**config.mk**
```make
export PLATFORM = sky130hd
export DESIGN_NAME = key_speed_selector
export DESIGN_NICKNAME = d
export VERILOG_FILES = /design/src/rtl/key_speed_selector.sv
export SDC_FILE = /design/constraint.sdc
export NUM_CORES = 1
export LEC_CHECK = 0
export CAP_MARGIN = 20
export CORE_AREA = 2 2 127 104
export DETAILED_ROUTE_END_ITERATION = 12
export DIE_AREA = 0 0 129 106
export GPL_TIMING_DRIVEN = 0
export SYNTH_ARGS = -nofsm -noshare
export SYNTH_HDL_FRONTEND = slang
export SYNTH_SLANG_ARGS = --single-unit
```
**constraint.sdc**
```tcl
create_clock -name CLOCK_50 -period 2.7 [get_ports CLOCK_50]
set_clock_uncertainty 0.15 [all_clocks]
set_input_delay 0.27 -clock CLOCK_50 [delete_from_list [all_inputs] [get_ports CLOCK_50]]
set_output_delay 0.27 -clock CLOCK_50 [all_outputs]
set_load 0.01 [all_outputs]
```
**src/rtl/key_speed_selector.sv**
```systemverilog
// rtl/key_speed_selector.sv - debounced KEY[3:1] control of blink mode, run flag and half-period
// Optional feature macro: KEY_AUTOREPEAT_EN (faster/slower strobes repeat while held).
module key_speed_selector #(
  parameter int DEBOUNCE_CYCLES = 1000000,
  parameter int P_SLOW          = 90000000,
  parameter int P_MED           = 50000000,
  parameter int P_FAST          = 25000000
`ifdef KEY_AUTOREPEAT_EN
  ,
  parameter int REPEAT_CYCLES   = 25000000
`endif
) (
  input  logic        CLOCK_50,
  input  logic        RESET_N,
  input  logic [3:1]  KEY,
  output logic [27:0] PERIOD,
  output logic [1:0]  MODE,
  output logic        RUN,
  output logic        PERIOD_CHG,
  output logic [2:0]  PRESS
);

  localparam logic [1:0] SLOW = 2'b00;
  localparam logic [1:0] MED  = 2'b01;
  localparam logic [1:0] FAST = 2'b10;

  localparam int            CW      = $clog2(DEBOUNCE_CYCLES + 1);
  localparam logic [CW-1:0] DB_LAST = CW'(DEBOUNCE_CYCLES - 1);

  logic [2:0]         r_sync1;
  logic [2:0]         r_sync2;
  logic [2:0]         r_stable;
  logic [2:0]         r_stable_d;
  logic [2:0][CW-1:0] r_db_cnt;
  logic [2:0]         r_press;
  logic [1:0]         r_mode;
  logic [1:0]         r_mode_d;
  logic               r_run;
  logic               r_chg;
  logic [2:0]         w_fall;
  logic [2:0]         w_strobe;
  logic [1:0]         w_mode_nxt;

  // Synchroniser and debouncer: stable only follows sync after an unbroken run of disagreement.
  always_ff @(posedge CLOCK_50 or negedge RESET_N) begin
    if (!RESET_N) begin
      r_sync1    <= '1;
      r_sync2    <= '1;
      r_stable   <= '1;
      r_stable_d <= '1;
      r_db_cnt   <= '0;
    end else begin
      r_sync1    <= KEY;
      r_sync2    <= r_sync1;
      r_stable_d <= r_stable;
      for (int i = 0; i < 3; i++) begin
        if (r_sync2[i] == r_stable[i]) begin
          r_db_cnt[i] <= '0;
        end else if (r_db_cnt[i] == DB_LAST) begin
          r_stable[i] <= r_sync2[i];
          r_db_cnt[i] <= '0;
        end else begin
          r_db_cnt[i] <= r_db_cnt[i] + CW'(1);
        end
      end
    end
  end

  assign w_fall = r_stable_d & ~r_stable;

`ifdef KEY_AUTOREPEAT_EN
  localparam int            RW      = $clog2(REPEAT_CYCLES + 1);
  localparam logic [RW-1:0] RP_LAST = RW'(REPEAT_CYCLES - 1);

  logic [1:0][RW-1:0] r_rep_cnt;
  logic [1:0]         w_repeat;

  // The first strobe restarts the interval so repeats land every REPEAT_CYCLES after it.
  always_ff @(posedge CLOCK_50 or negedge RESET_N) begin
    if (!RESET_N) begin
      r_rep_cnt <= '0;
    end else begin
      for (int i = 0; i < 2; i++) begin
        if (r_stable[i] || w_fall[i] || (r_rep_cnt[i] == RP_LAST)) begin
          r_rep_cnt[i] <= '0;
        end else begin
          r_rep_cnt[i] <= r_rep_cnt[i] + RW'(1);
        end
      end
    end
  end

  assign w_repeat[0] = ~r_stable[0] & (r_rep_cnt[0] == RP_LAST);
  assign w_repeat[1] = ~r_stable[1] & (r_rep_cnt[1] == RP_LAST);
  assign w_strobe    = {w_fall[2], w_fall[1:0] | w_repeat};
`else
  assign w_strobe = w_fall;
`endif

  always_comb begin
    w_mode_nxt = r_mode;
    if (r_press[0] && !r_press[1]) begin
      if (r_mode == SLOW)     w_mode_nxt = MED;
      else if (r_mode == MED) w_mode_nxt = FAST;
    end else if (r_press[1] && !r_press[0]) begin
      if (r_mode == FAST)     w_mode_nxt = MED;
      else if (r_mode == MED) w_mode_nxt = SLOW;
    end
  end

  always_ff @(posedge CLOCK_50 or negedge RESET_N) begin
    if (!RESET_N) begin
      r_press  <= '0;
      r_mode   <= MED;
      r_mode_d <= MED;
      r_run    <= 1'b1;
      r_chg    <= 1'b0;
    end else begin
      r_press  <= w_strobe;
      r_mode   <= w_mode_nxt;
      r_mode_d <= r_mode;
      r_chg    <= (r_mode != r_mode_d);
      if (r_press[2]) r_run <= ~r_run;
    end
  end

  always_comb begin
    case (r_mode)
      SLOW:    PERIOD = 28'(P_SLOW);
      FAST:    PERIOD = 28'(P_FAST);
      default: PERIOD = 28'(P_MED);
    endcase
  end

  assign MODE       = r_mode;
  assign RUN        = r_run;
  assign PERIOD_CHG = r_chg;
  assign PRESS      = r_press;

endmodule

```
Yosys cells after proc, flatten, opt, wreduce, memory -nomap -nowiden
Cells that the tools add are included.

cells by class
  $add $sub $neg = 3
  eq/ne operators = 10
  multiplexer cells = 13
  bitwise operators = 6
  reduce and logical (&&, ||, !) cells = 11

operators by type and width
  operator               count
  $mux 20                6
  $add 20x1->20 const B  3
  $eq 20x20->1 const B   3
  $pmux 27 s2            1
  $mux 2                 6
  $reduce_and 2->1       3
  $not 1->1              4
  $and 3x3->3            1
  $eq 1x1->1             3
  $ne 3x1->1 const B     1
  $not 3->3              1
  $reduce_and 3->1       1
  $reduce_bool 3->1      1
  $eq 2x1->1 const B     1
  $eq 2x2->1 const B     1
  $logic_and 1x1->1      2
  $logic_not 1->1        2
  $logic_not 2->1        1
  $ne 2x2->1             1
  $reduce_bool 2->1      1

storage, ports and cells
  register bits after elaboration = 81
  input bits = 5
  output and inout port bits = 35
  logic and storage cells = 57

Longest topological paths before layout
Gate-level depths: netlist of run 1.

  depth after elaboration = 5
  gate-level depth with buffers = 6
  depth with buffers taken out = 5

Worst setup path before layout of run 1
Ideal clock, no wire load.

  path kind = reg2reg
  from = reg r_db_cnt[8] (netlist name)
  to = reg r_db_cnt[17] (netlist name)
  setup time = 78 ps
  data arrival time = 1670 ps
  required time = 2472 ps
  path slack = 801 ps
  cell stages (with the launch flop) = 6
  path buffers = 1
  clock period less this slack = 1899 ps
  cells stage by stage = dfrtp_1 > nand4_2 > or3_1 > buf_2 > or4_1 > a21oi_1

on the way
  longest elaborated chain between the ends = 3
  elaborated cells on any way between the ends = 4
  classes of those cells = add/sub: 1; eq/ne: 1; mux: 2

RTL lines
  what                                                  RTL line  source
  start: declaration                                    34        logic [2:0][CW-1:0] r_db_cnt;
  start signal: indexed assignment                      63        r_db_cnt[i] <= r_db_cnt[i] + CW'(1);
  $add 20x1->20 / $eq 20x20->1 (equally long branches)  63, 59
  $mux 20 (*)                                           59        end else if (r_db_cnt[i] == DB_LAST) begin
  $mux 20 (*)                                           57        if (r_sync2[i] == r_stable[i]) begin

Every way passes the cells marked *; elsewhere a longest branch is shown, timed or not.
A chain may end at the register's enable or synchronous reset.

Worst setup path after layout of run 1
  from = reg r_mode[1] (netlist: MODE[1])
  to = out PERIOD[26]

on the way
  longest elaborated chain between the ends = 2
  elaborated cells on any way between the ends = 3
  classes of those cells = eq/ne: 1; mux: 1; reduce/logical: 1

RTL lines
  what                                                  RTL line  source
  start: declaration                                    36        logic [1:0] r_mode;
  start signal: assignment                              120       r_mode <= w_mode_nxt;
  $eq 2x2->1 / $logic_not 2->1 (equally long branches)  128       case (r_mode)
  $pmux 27 s2 (*)                                       128
  end: declaration                                      16        output logic [27:0] PERIOD,

Marked as above.

==> results of run 1 <==
routing by layer:
metal  up-vias  GRT usage  routed length [µm]
li1       1398          -                   -
met1      1359      0.160                3620
met2        58      0.183                3380
met3        10     0.0332                 279
met4         0     0.0396                 104
met5         -          0                   0
power groups by stage:
stage	Clock (mW)	Combinational [mW]	Sequential [mW]
2_1_floorplan	0	0.0536	1.27
3_3_place_gp	0	0.0921	1.27
3_5_place_dp	0	0.0986	1.27
4_1_cts	1.52	0.100	1.25
5_1_grt	1.57	0.114	1.25
6_report	1.49	0.0973	1.25
worst max-delay path, delay by kind of cell (launching register included):
family | cells | cell delay [ns]
buffers and inverters | 3 | 0.70
flip-flops | 1 | 0.47
AND/OR/NAND/NOR | 1 | 0.36
final cells by class:
| type | instances | area [µm²] |
|---|---|---|
| inverter | 15 | 56.3 |
| fill | 1214 | 7720 |
| tap | 175 | 219 |
| clock buffer | 9 | 225 |
| clock inverter | 7 | 143 |
| buffer | 31 | 203 |
| sequential | 81 | 2050 |
| multi-input combinational | 269 | 1640 |
| timing repair buffer | 28 | 295 |
worst min-delay path by stage:
stage,start,end,slack [ns]
floorplan,RESET_N,MODE[1],-0.18
global placement,r_sync1[1],r_sync2[1],0.20
detailed placement,RESET_N,r_db_cnt[52],0.12
CTS,KEY[1],r_sync1[0],0.17
global route,KEY[2],r_sync1[1],0.19
finish,KEY[1],r_sync1[0],0.19
cell usage after synthesis (6+ instances only):
cell / n
nor2_1: 47
o31ai_1: 9
dfstp_2: 15
xnor2_1: 24
inv_1: 15
nand4_1: 10
nand2_1: 24
o21ai_0: 10
nor4_1: 8
or3_1: 9
xor2_1: 20
nor3_1: 11
clkbuf_1: 6
or4_1: 7
dfrtp_1: 66
a21oi_1: 19
buf_4: 22
nand3_1: 17
and4_1: 6
cell usage in the layout, fill, tap and decap left out, drive strengths merged, types with 11 or more instances in the layout:
master | Yosys | routed
a21oi | 19 | 19
buf | 25 | 27
conb | 2 | 13
clkdlybuf4s50 | 0 | 25
nor2 | 47 | 47
nand4 | 12 | 12
nor3 | 11 | 11
o21ai | 11 | 11
inv | 15 | 15
dfrtp | 66 | 66
xor2 | 20 | 20
nand3 | 17 | 17
xnor2 | 24 | 24
dfstp | 15 | 15
nand2 | 24 | 24
clkbuf | 6 | 15
sequential cells by signal, summed over array words and instances, names as in the netlist:
signal and count:
PRESS 3, RUN 1, r_db_cnt 60, r_mode_d 2, r_sync1 3, r_stable_d 3
r_sync2 3, r_stable 3, PERIOD_CHG 1, MODE 2
metrics by stage:
stage               cells  setup TNS [ns]  setup slack, ns  total power, mW
floorplan             396               0            0.801             1.32
CTS                   615               0            0.362             2.87
global placement      597         -118.47            -1.64             1.36
finish                615               0            0.405             2.83
detailed placement    598               0            0.536             1.37
global route          615               0            0.279             2.93
cells by family after synthesis:
kind of cell    count (synthesis)  synth area share
simple gates                  164             0.226
flops                          81             0.524
buf+inv                        46            0.0663
xor+xnor                       44            0.0987
compound gates                 39            0.0567
mux                             5            0.0138
fa+ha+maj                       4            0.0128
other cells                     2           0.00192
timing repair:
item | CTS | global route
hold buffers | 1 | 0
buffers inserted | 0 | 0
hold endpoints to repair | 26 | 0
==> key figures, run 1 <==
Power and ir drop
  – Clock power frac: 0.525
  – Switching Share: 0.200
  – Int Power: 2.27 mW
  – Sw Pwr: roughly 0.57 mW
  – Lkg Pwr: a little under 2 nW
  – Cell Pwr Density: 587 nW/µm²
  – Flop pwr share: 0.440
  – Logic gate share of total power: 0.034
  – Worst vdd ir: around 0.30 mV

Detailed routing
  – WL/cell: between 10 and 15 µm
  – Routed WL: approximately 7400 µm
  – DR vias: ~2800
  – DRT iter0 DRCs: 141
  – ANT nets after route: 0
  – DRC viols: 0
  – Via/cell ratio: about 4.6
  – DR pass1 iterations: 4

Timing
  – Relative slew margins: 0.602
  – Measured slew at the worst slew-check pin: 0.591 ns
  – Final Slew Violations: 0
  – Worst hold slack: 0.187 ns
  – F_max: around 440 MHz
  – Fin crit share: 0.850
  – Final hold viol count: 0
  – Post-layout min period: about 2.3 ns
  – RSZ-0062 raised after global routing: false
  – Final setup vio count: 0

Critical path
  – CP Cell Sequence: or2_2, inv_1, buf_4, clkdlybuf4s50_1
  – CP max-delay cell: clkdlybuf4s50_1
  – R2R setup slack: 0.52 ns
  – Reg2Reg Depth: 6
  – Crit end category: output pin
  – Reg-to-Reg End: r_db_cnt[23]
  – CP required: 2.28 ns
  – Startpoint Class: register
  – Setup CP Type: register to output pin
  – Crit. Startpoint: MODE[1]
  – Setup crit end: PERIOD[26]
  – Crit path largest cell delay: between 0.5 and 0.6 ns
  – Worst Path Max Fanout: 9
  – Worst r2r src: r_db_cnt[20]
  – Critical path arrival: between 1.5 and 2 ns

Global route
  – Number of global-route vias before repair: ~2800
  – Initial antenna violation count: 0
  – Overflow after GRT: 0
  – First-pass GRT wire length: 13000 µm
  – Largest net degree at the start of global routing: 46
  – GRT Util Overall: 0.118

Floorplan
  – # rows: 37
  – Core Area: approximately 13000 µm²
  – Starting Density: 0.311
  – Die span in x: roughly 130 µm
  – Full die area: ~14000 µm²
  – Chip height: between 100 and 150 µm
  – Top Ports: 40

Cells and area
  – Layout cells sized above 1: 0.159
  – Ant. Diodes: 0
  – Cell area after layout: 4830 µm²
  – Final nets: approximately 440
  – Area grow syn2layout: 23.7%
  – Post-layout util: 0.385

Synthesis
  – Netlist cell types: 36
  – Yosys top cell by area: dfrtp_1
  – Ys Warns: 0
  – Register area share after synthesis: 0.524
  – Post-synth EDFFs: 0
  – Top cells by area, synth: dfrtp_1, dfstp_2, xnor2_1
  – Post-synthesis register bit count: 81
  – Mean post-synth cell area: between 10 and 15 µm²
  – Ys async rst share: 1.00
  – Synthesized instance count: around 390
  – Area share of the largest cell type after synthesis: 0.423
  – Synth Flop Type: dfrtp_1
  – Cell Area, Synth: slightly below 4000 µm²

Clock tree
  – Clock Sinks: between 80 and 90
  – Clock Pin Slew Worst Setup and Hold Paths: 0.06 ns
  – Worst skew pair latency: about 0.34 ns
  – Clk root buf: clkbuf_16
  – Post-CTS sizing: 0
  – H-tree depth: 3
  – CTS tree: yes
  – CTS buffer count: 9
  – Clk buf depth: 2

Worst hold path
  – Hold Crit Depth: 1
  – Hold Path Class: input pin to register

Flow run
  – Max Cap Viol: 0

Place
  – Area of placed instances: about 4400 µm²
  – Hpwl dp: slightly above 5000 µm
  – Gpl congestion: between 0.8 and 0.9
  – I/O Buffers: 26

Run status
  – Status: complete, no violations
Note: power is estimated with default switching activity, not from simulation.
==> inputs of run 2 (changes only) <==
Settings changed: RECOVER_POWER set to 100.
==> run 2 against run 1 <==
Net effect:
- critical path depth unchanged
- final area down 0.26%
- via count up 0.25%
- worst hold slack better by 0.024 ns
- core utilization down 0.10 points
- critical endpoint unchanged
==> key figures, run 2 (synthesis gave the netlist of run 1 again) <==
Clock tree
  – Clk root buf: clkbuf_16
  – CTS tree: yes
  – Worst skew pair latency: 0.34 ns (about the same)
  – Clock Pin Slew Worst Setup and Hold Paths: 0.06 ns (about the same)
  – Clock Sinks: 81 (unchanged)
  – CTS buffer count: 9 (unchanged)
  – Clk buf depth: 2 (unchanged)
  – Post-CTS sizing: 0 (unchanged)
  – H-tree depth: 3 (unchanged)

Worst hold path
  – Hold Crit Depth: 0 (-1)
  – Hold path endpoint: r_sync2[1]
  – Min-delay src: r_sync1[1]
  – Hold Path Class: register to register

Power and ir drop
  – Tot Pwr: 2.83 mW (-0.20%)
  – Worst vdd ir: 0.302 mV (-0.91%)
  – Lkg Pwr: 2.00 nW (+1.2%)
  – Int Power: 2.27 mW (about the same)
  – Switching Share: 0.199 (-0.000885)
  – Logic gate share of total power: 0.034 (about the same)
  – Flop pwr share: 0.441 (about the same)
  – Sw Pwr: 0.563 mW (-0.64%)
  – Clock power frac: 0.525 (about the same)
  – Cell Pwr Density: 588 nW/µm² (about the same)

Detailed routing
  – WL/cell: 12.0 µm (-0.11%)
  – ANT nets after route: 0 (unchanged)
  – DRC viols: 0 (unchanged)
  – Routed WL: 7380 µm (-0.11%)
  – Via/cell ratio: 4.60 (+0.25%)
  – DRT iter0 DRCs: 133 (-5.7%)
  – DR pass1 iterations: 4 (unchanged)
  – DR vias: 2832 (+0.25%)

Critical path
  – Startpoint Class: register
  – Reg2Reg Depth: 5 (-1)
  – CP required: 2.28 ns (about the same)
  – Worst Path Max Fanout: 7 (-2)
  – CP Cell Sequence: or2_2, inv_1, buf_4, dlygate4sd3_1
  – Critical path arrival: 1.93 ns (+0.05 ns)
  – Crit path largest cell delay: 0.65 ns (+0.13 ns)
  – Worst r2r src: r_db_cnt[56]
  – Crit end category: output pin
  – CP max-delay cell: dfstp_1
  – Setup CP Type: register to output pin
  – Reg-to-Reg End: r_db_cnt[51]
  – R2R setup slack: 0.35 ns (-0.17 ns)

Floorplan
  – Chip height: 106 µm (unchanged)
  – Top Ports: 40 (unchanged)
  – # rows: 37 (unchanged)
  – Die span in x: 129 µm (unchanged)
  – Full die area: 13700 µm² (unchanged)
  – Core Area: 12500 µm² (unchanged)
  – Starting Density: 0.311 (unchanged)

Timing
  – Measured slew at the worst slew-check pin: 0.923 ns (+0.332 ns)
  – Final Slew Violations: 0 (unchanged)
  – Final hold viol count: 0 (unchanged)
  – Relative slew margins: 0.384 (-0.218)
  – Fin crit share: 0.872 (+0.0217)
  – RSZ-0062 raised after global routing: false
  – Setup tns final: 0 ns (unchanged)
  – Post-layout min period: 2.35 ns (+0.0586 ns)
  – Final setup vio count: 0 (unchanged)
  – Worst hold slack: 0.212 ns (+0.0244 ns)
  – F_max: 425 MHz (-2.5%)

Cells and area
  – Commonest non-fill, non-tap cell in the layout: dfrtp_1
  – Ant. Diodes: 0 (unchanged)
  – Commonest non-fill, non-tap cells in the layout: dfrtp_1, nor2_1, dlygate4sd3_1
  – Final nets: 444 (unchanged)
  – Layout cells sized above 1: 0.143 (-0.0159)
  – Area grow syn2layout: 23.3%
  – Largest register FFs: 60 (unchanged)
  – Biggest register: r_db_cnt

Global route
  – Overflow after GRT: 0 (unchanged)
  – Number of global-route vias before repair: 2750 (unchanged)
  – Initial antenna violation count: 0 (unchanged)
  – GRT Util Overall: 0.118 (unchanged)
  – First-pass GRT wire length: 13000 µm (unchanged)
  – Largest net degree at the start of global routing: 46 (unchanged)

Place
  – I/O Buffers: 26 (unchanged)
  – Hpwl dp: 5150 µm (unchanged)
  – Gpl congestion: 0.804 (unchanged)

Run status
  – Status: complete, no violations

Flow run
  – Max Cap Viol: 0 (unchanged)
## run 2: cell count changes in the layout (fill, tap and decap cells not counted), moves of 2 or more
cell / delta
clkbuf_2: +2
dfstp_2: -5
dfstp_1: +5
clkdlybuf4s50_1: -25
dlygate4sd3_1: +25
## run 2: stage by stage
step,instance area [µm²],std cells,util,setup slack [ns]
3_3_place_gp,4420,597,0.353,-1.64
3_5_place_dp,4450,598,0.355,0.536
2_1_floorplan,3950,396,-,0.801
5_1_grt,4810,615,0.384,0.144
4_1_cts,4830,615,0.385,0.362
6_report,4810,615,0.384,0.346
## run 2: cell type report
cell class / count / area, µm²
fill: 1216 / 7730
sequential: 81 / 2050
multi-input combinational: 269 / 1630
timing repair buffer: 28 / 293
clock buffer: 9 / 225
tap: 175 / 219
buffer: 31 / 203
clock inverter: 7 / 143
inverter: 15 / 56.3
## run 2: repair_timing
| action | CTS | global route |
|---|---|---|
| hold endpoints to repair | 26 | 0 |
| buffers inserted | 0 | 0 |
| hold buffers | 1 | 0 |
## run 2: worst max-delay path by stage
stage | from | to
6_report | MODE[0] | PERIOD[26]
5_1_grt | r_db_cnt[56] | r_db_cnt[53]
3_3_place_gp | RESET_N | r_db_cnt[20]
4_1_cts | MODE[1] | PERIOD[26]
2_1_floorplan | r_db_cnt[8] | r_db_cnt[17]
3_5_place_dp | r_db_cnt[20] | r_db_cnt[23]
## run 2: worst max-delay path, delay by kind of cell (launching register included)
family	cells	cell delay (ns)
buffers and inverters	3	0.76
DFF	1	0.65
and+or+nand+nor	1	0.19
## run 2: layer usage
metal  routed length (µm)  global-route usage
met1                 3620               0.160
met3                  276              0.0332
met2                 3380               0.183
met5                    0                   0
met4                  106              0.0396
## run 2: power groups by stage
stage | sequential (mW) | combinational [mW] | clock (mW)
2_1_floorplan | 1.27 | 0.0536 | 0
3_3_place_gp | 1.27 | 0.0921 | 0
6_report | 1.25 | 0.0957 | 1.49
3_5_place_dp | 1.27 | 0.0986 | 0
4_1_cts | 1.25 | 0.100 | 1.52
5_1_grt | 1.25 | 0.112 | 1.57
==> inputs of run 3 (changes only) <==
Settings changed: GPL_ROUTABILITY_DRIVEN set to 0.
Clock period 2.7 ns to 2.54 ns, I/O delays scaled along.
==> run 3 against run 2 <==
Net effect:
- clock-buffer cell count unchanged
- critical endpoint unchanged
- worst hold slack unchanged
- non-clock buffer count unchanged
- critical path depth unchanged
==> key figures, run 3 (synthesis gave the netlist of run 1 again) <==
Floorplan
  – Chip height: 106 µm (unchanged)
  – Top Ports: 40 (unchanged)
  – Full die area: 13700 µm² (unchanged)
  – # rows: 37 (unchanged)
  – Die span in x: 129 µm (unchanged)
  – Core Area: 12500 µm² (unchanged)
  – Starting Density: 0.311 (unchanged)

Timing
  – Relative slew margins: 0.428 (+0.0432)
  – Final hold viol count: 0 (unchanged)
  – F_max: roughly 430 MHz
  – Fin crit share: 0.920
  – Final Slew Violations: 0 (unchanged)
  – Final setup vio count: 0 (unchanged)
  – Setup tns final: 0 ns (unchanged)
  – RSZ-0062 raised after global routing: false
  – Worst hold slack: 0.212 ns (unchanged)
  – Worst setup margin: 0.202 ns (-0.144 ns)
  – Measured slew at the worst slew-check pin: 0.859 ns (-0.0647 ns)
  – Post-layout min period: ~2.3 ns

Detailed routing
  – WL/cell: 12.0 µm (about the same)
  – Via/cell ratio: 4.58 (-0.53%)
  – DRC viols: 0 (unchanged)
  – ANT nets after route: 0 (unchanged)
  – Routed WL: 7380 µm (about the same)
  – DR vias: 2817 (-0.53%)
  – DRT iter0 DRCs: 132 (-0.75%)
  – DR pass1 iterations: 4 (unchanged)

Critical path
  – Critical path arrival: 1.93 ns (about the same)
  – Startpoint Class: register
  – Reg2Reg Depth: 6 (+1)
  – Worst Path Max Fanout: 9 (+2)
  – CP required: 2.14 ns (-0.14 ns)
  – Setup CP Type: register to output pin
  – Crit end category: output pin

Clock tree
  – CTS tree: yes
  – Hold buffers post-CTS: 1 (unchanged)
  – Clock Sinks: 81 (unchanged)
  – Clock Pin Slew Worst Setup and Hold Paths: 0.06 ns (about the same)
  – CTS buffer count: 9 (unchanged)
  – Clk buf depth: 2 (unchanged)
  – H-tree depth: 3 (unchanged)
  – Post-CTS sizing: 0 (unchanged)
  – Worst skew pair latency: 0.34 ns (about the same)
  – Clk root buf: clkbuf_16
  – Post-CTS Repair Setup Buffers: 0 (unchanged)

Cells and area
  – Multi-input logic area: 1630 µm² (+0.23%)
  – Commonest non-fill, non-tap cell in the layout: dfrtp_1
  – Number of fill cells: 1218 (+0.16%)
  – Final nets: 444 (unchanged)
  – Commonest non-fill, non-tap cells in the layout: dfrtp_1, nor2_1, dlygate4sd3_1
  – Ant. Diodes: 0 (unchanged)
  – Area grow syn2layout: 22.9%
  – Largest register FFs: 60 (unchanged)
  – Post-layout util: 0.382 (-0.00130)
  – Biggest register: r_db_cnt
  – Cell area after layout: 4800 µm² (-0.34%)
  – Layout cells sized above 1: 0.145 (+0.00227)
  – Post-route insts no fill: 615 (unchanged)
  – FF/Latch Area: 2050 µm² (unchanged)

Worst hold path
  – Hold Crit Depth: 0 (unchanged)
  – Hold Path Class: register to register

Flow run
  – Max Cap Viol: 0 (unchanged)

Place
  – Area of placed instances: 4450 µm² (unchanged)
  – Hpwl dp: 5150 µm (unchanged)
  – Pre-CTS WS: 0.376 ns (-0.160 ns)
  – I/O Buffers: 26 (unchanged)
  – Placed Cells: 598 (unchanged)

Global route
  – First-pass GRT wire length: 13000 µm (unchanged)
  – Initial antenna violation count: 0 (unchanged)
  – GRT Util Overall: 0.118 (unchanged)
  – Number of global-route vias before repair: 2750 (unchanged)
  – Largest net degree at the start of global routing: 46 (unchanged)
  – Overflow after GRT: 0 (unchanged)

Power and ir drop
  – Lkg Pwr: 1.99 nW (-0.35%)
  – Cell Pwr Density: 626 nW/µm² (+6.6%)
  – Tot Pwr: 3.01 mW (+6.3%)
  – Worst vdd ir: 0.321 mV (+6.2%)

Run status
  – Status: complete, no violations
run 3: worst paths after layout:
path,from,to,slack [ns]
worst min register to register,r_sync1[1],r_sync2[1],0.21
max in group asynchronous,RESET_N,r_db_cnt[1],0.63
worst max register to register,r_db_cnt[20],r_db_cnt[23],0.36
worst min-delay path,r_sync1[1],r_sync2[1],0.21
worst max-delay path,MODE[1],PERIOD[26],0.20
min in group asynchronous,RESET_N,r_db_cnt[52],0.41
run 3: power by group:
| group | internal (mW) | switching [mW] | leakage [nW] | total, mW |
|---|---|---|---|---|
| combinational | 0.0336 | 0.0639 | 0.743 | 0.0976 |
| sequential | 1.31 | 0.0150 | 1.07 | 1.33 |
| clock | 1.06 | 0.521 | 0.180 | 1.58 |
| total | 2.41 | 0.600 | 1.99 | 3.01 |
run 3: critical path, stage by stage, from the launching register on:
cell and delay [ns]:
dfrtp_1 0.47, or2_2 0.36, inv_1 0.07, buf_4 0.09, dlygate4sd3_1 0.60
run 3: final cells by class:
class	instances	share of cell area
Buffer	31	0.0422
Clock buffer	9	0.0469
Clock inverter	7	0.0297
Inverter	15	0.0117
Multi-Input combinational cell	269	0.341
Sequential cell	81	0.426
Tap cell	175	0.0456
Timing Repair Buffer	28	0.0568
run 3: layer usage:
layer / vias to the layer above / global-route usage / wire [µm] / part of all wire
met5: - / 0 / 0 / 0
met2: 50 / 0.183 / 3390 / 0.46
met3: 8 / 0.0332 / 222 / 0.030
met1: 1361 / 0.160 / 3660 / 0.50
li1: 1398 / - / - / -
met4: 0 / 0.0396 / 104 / 0.014
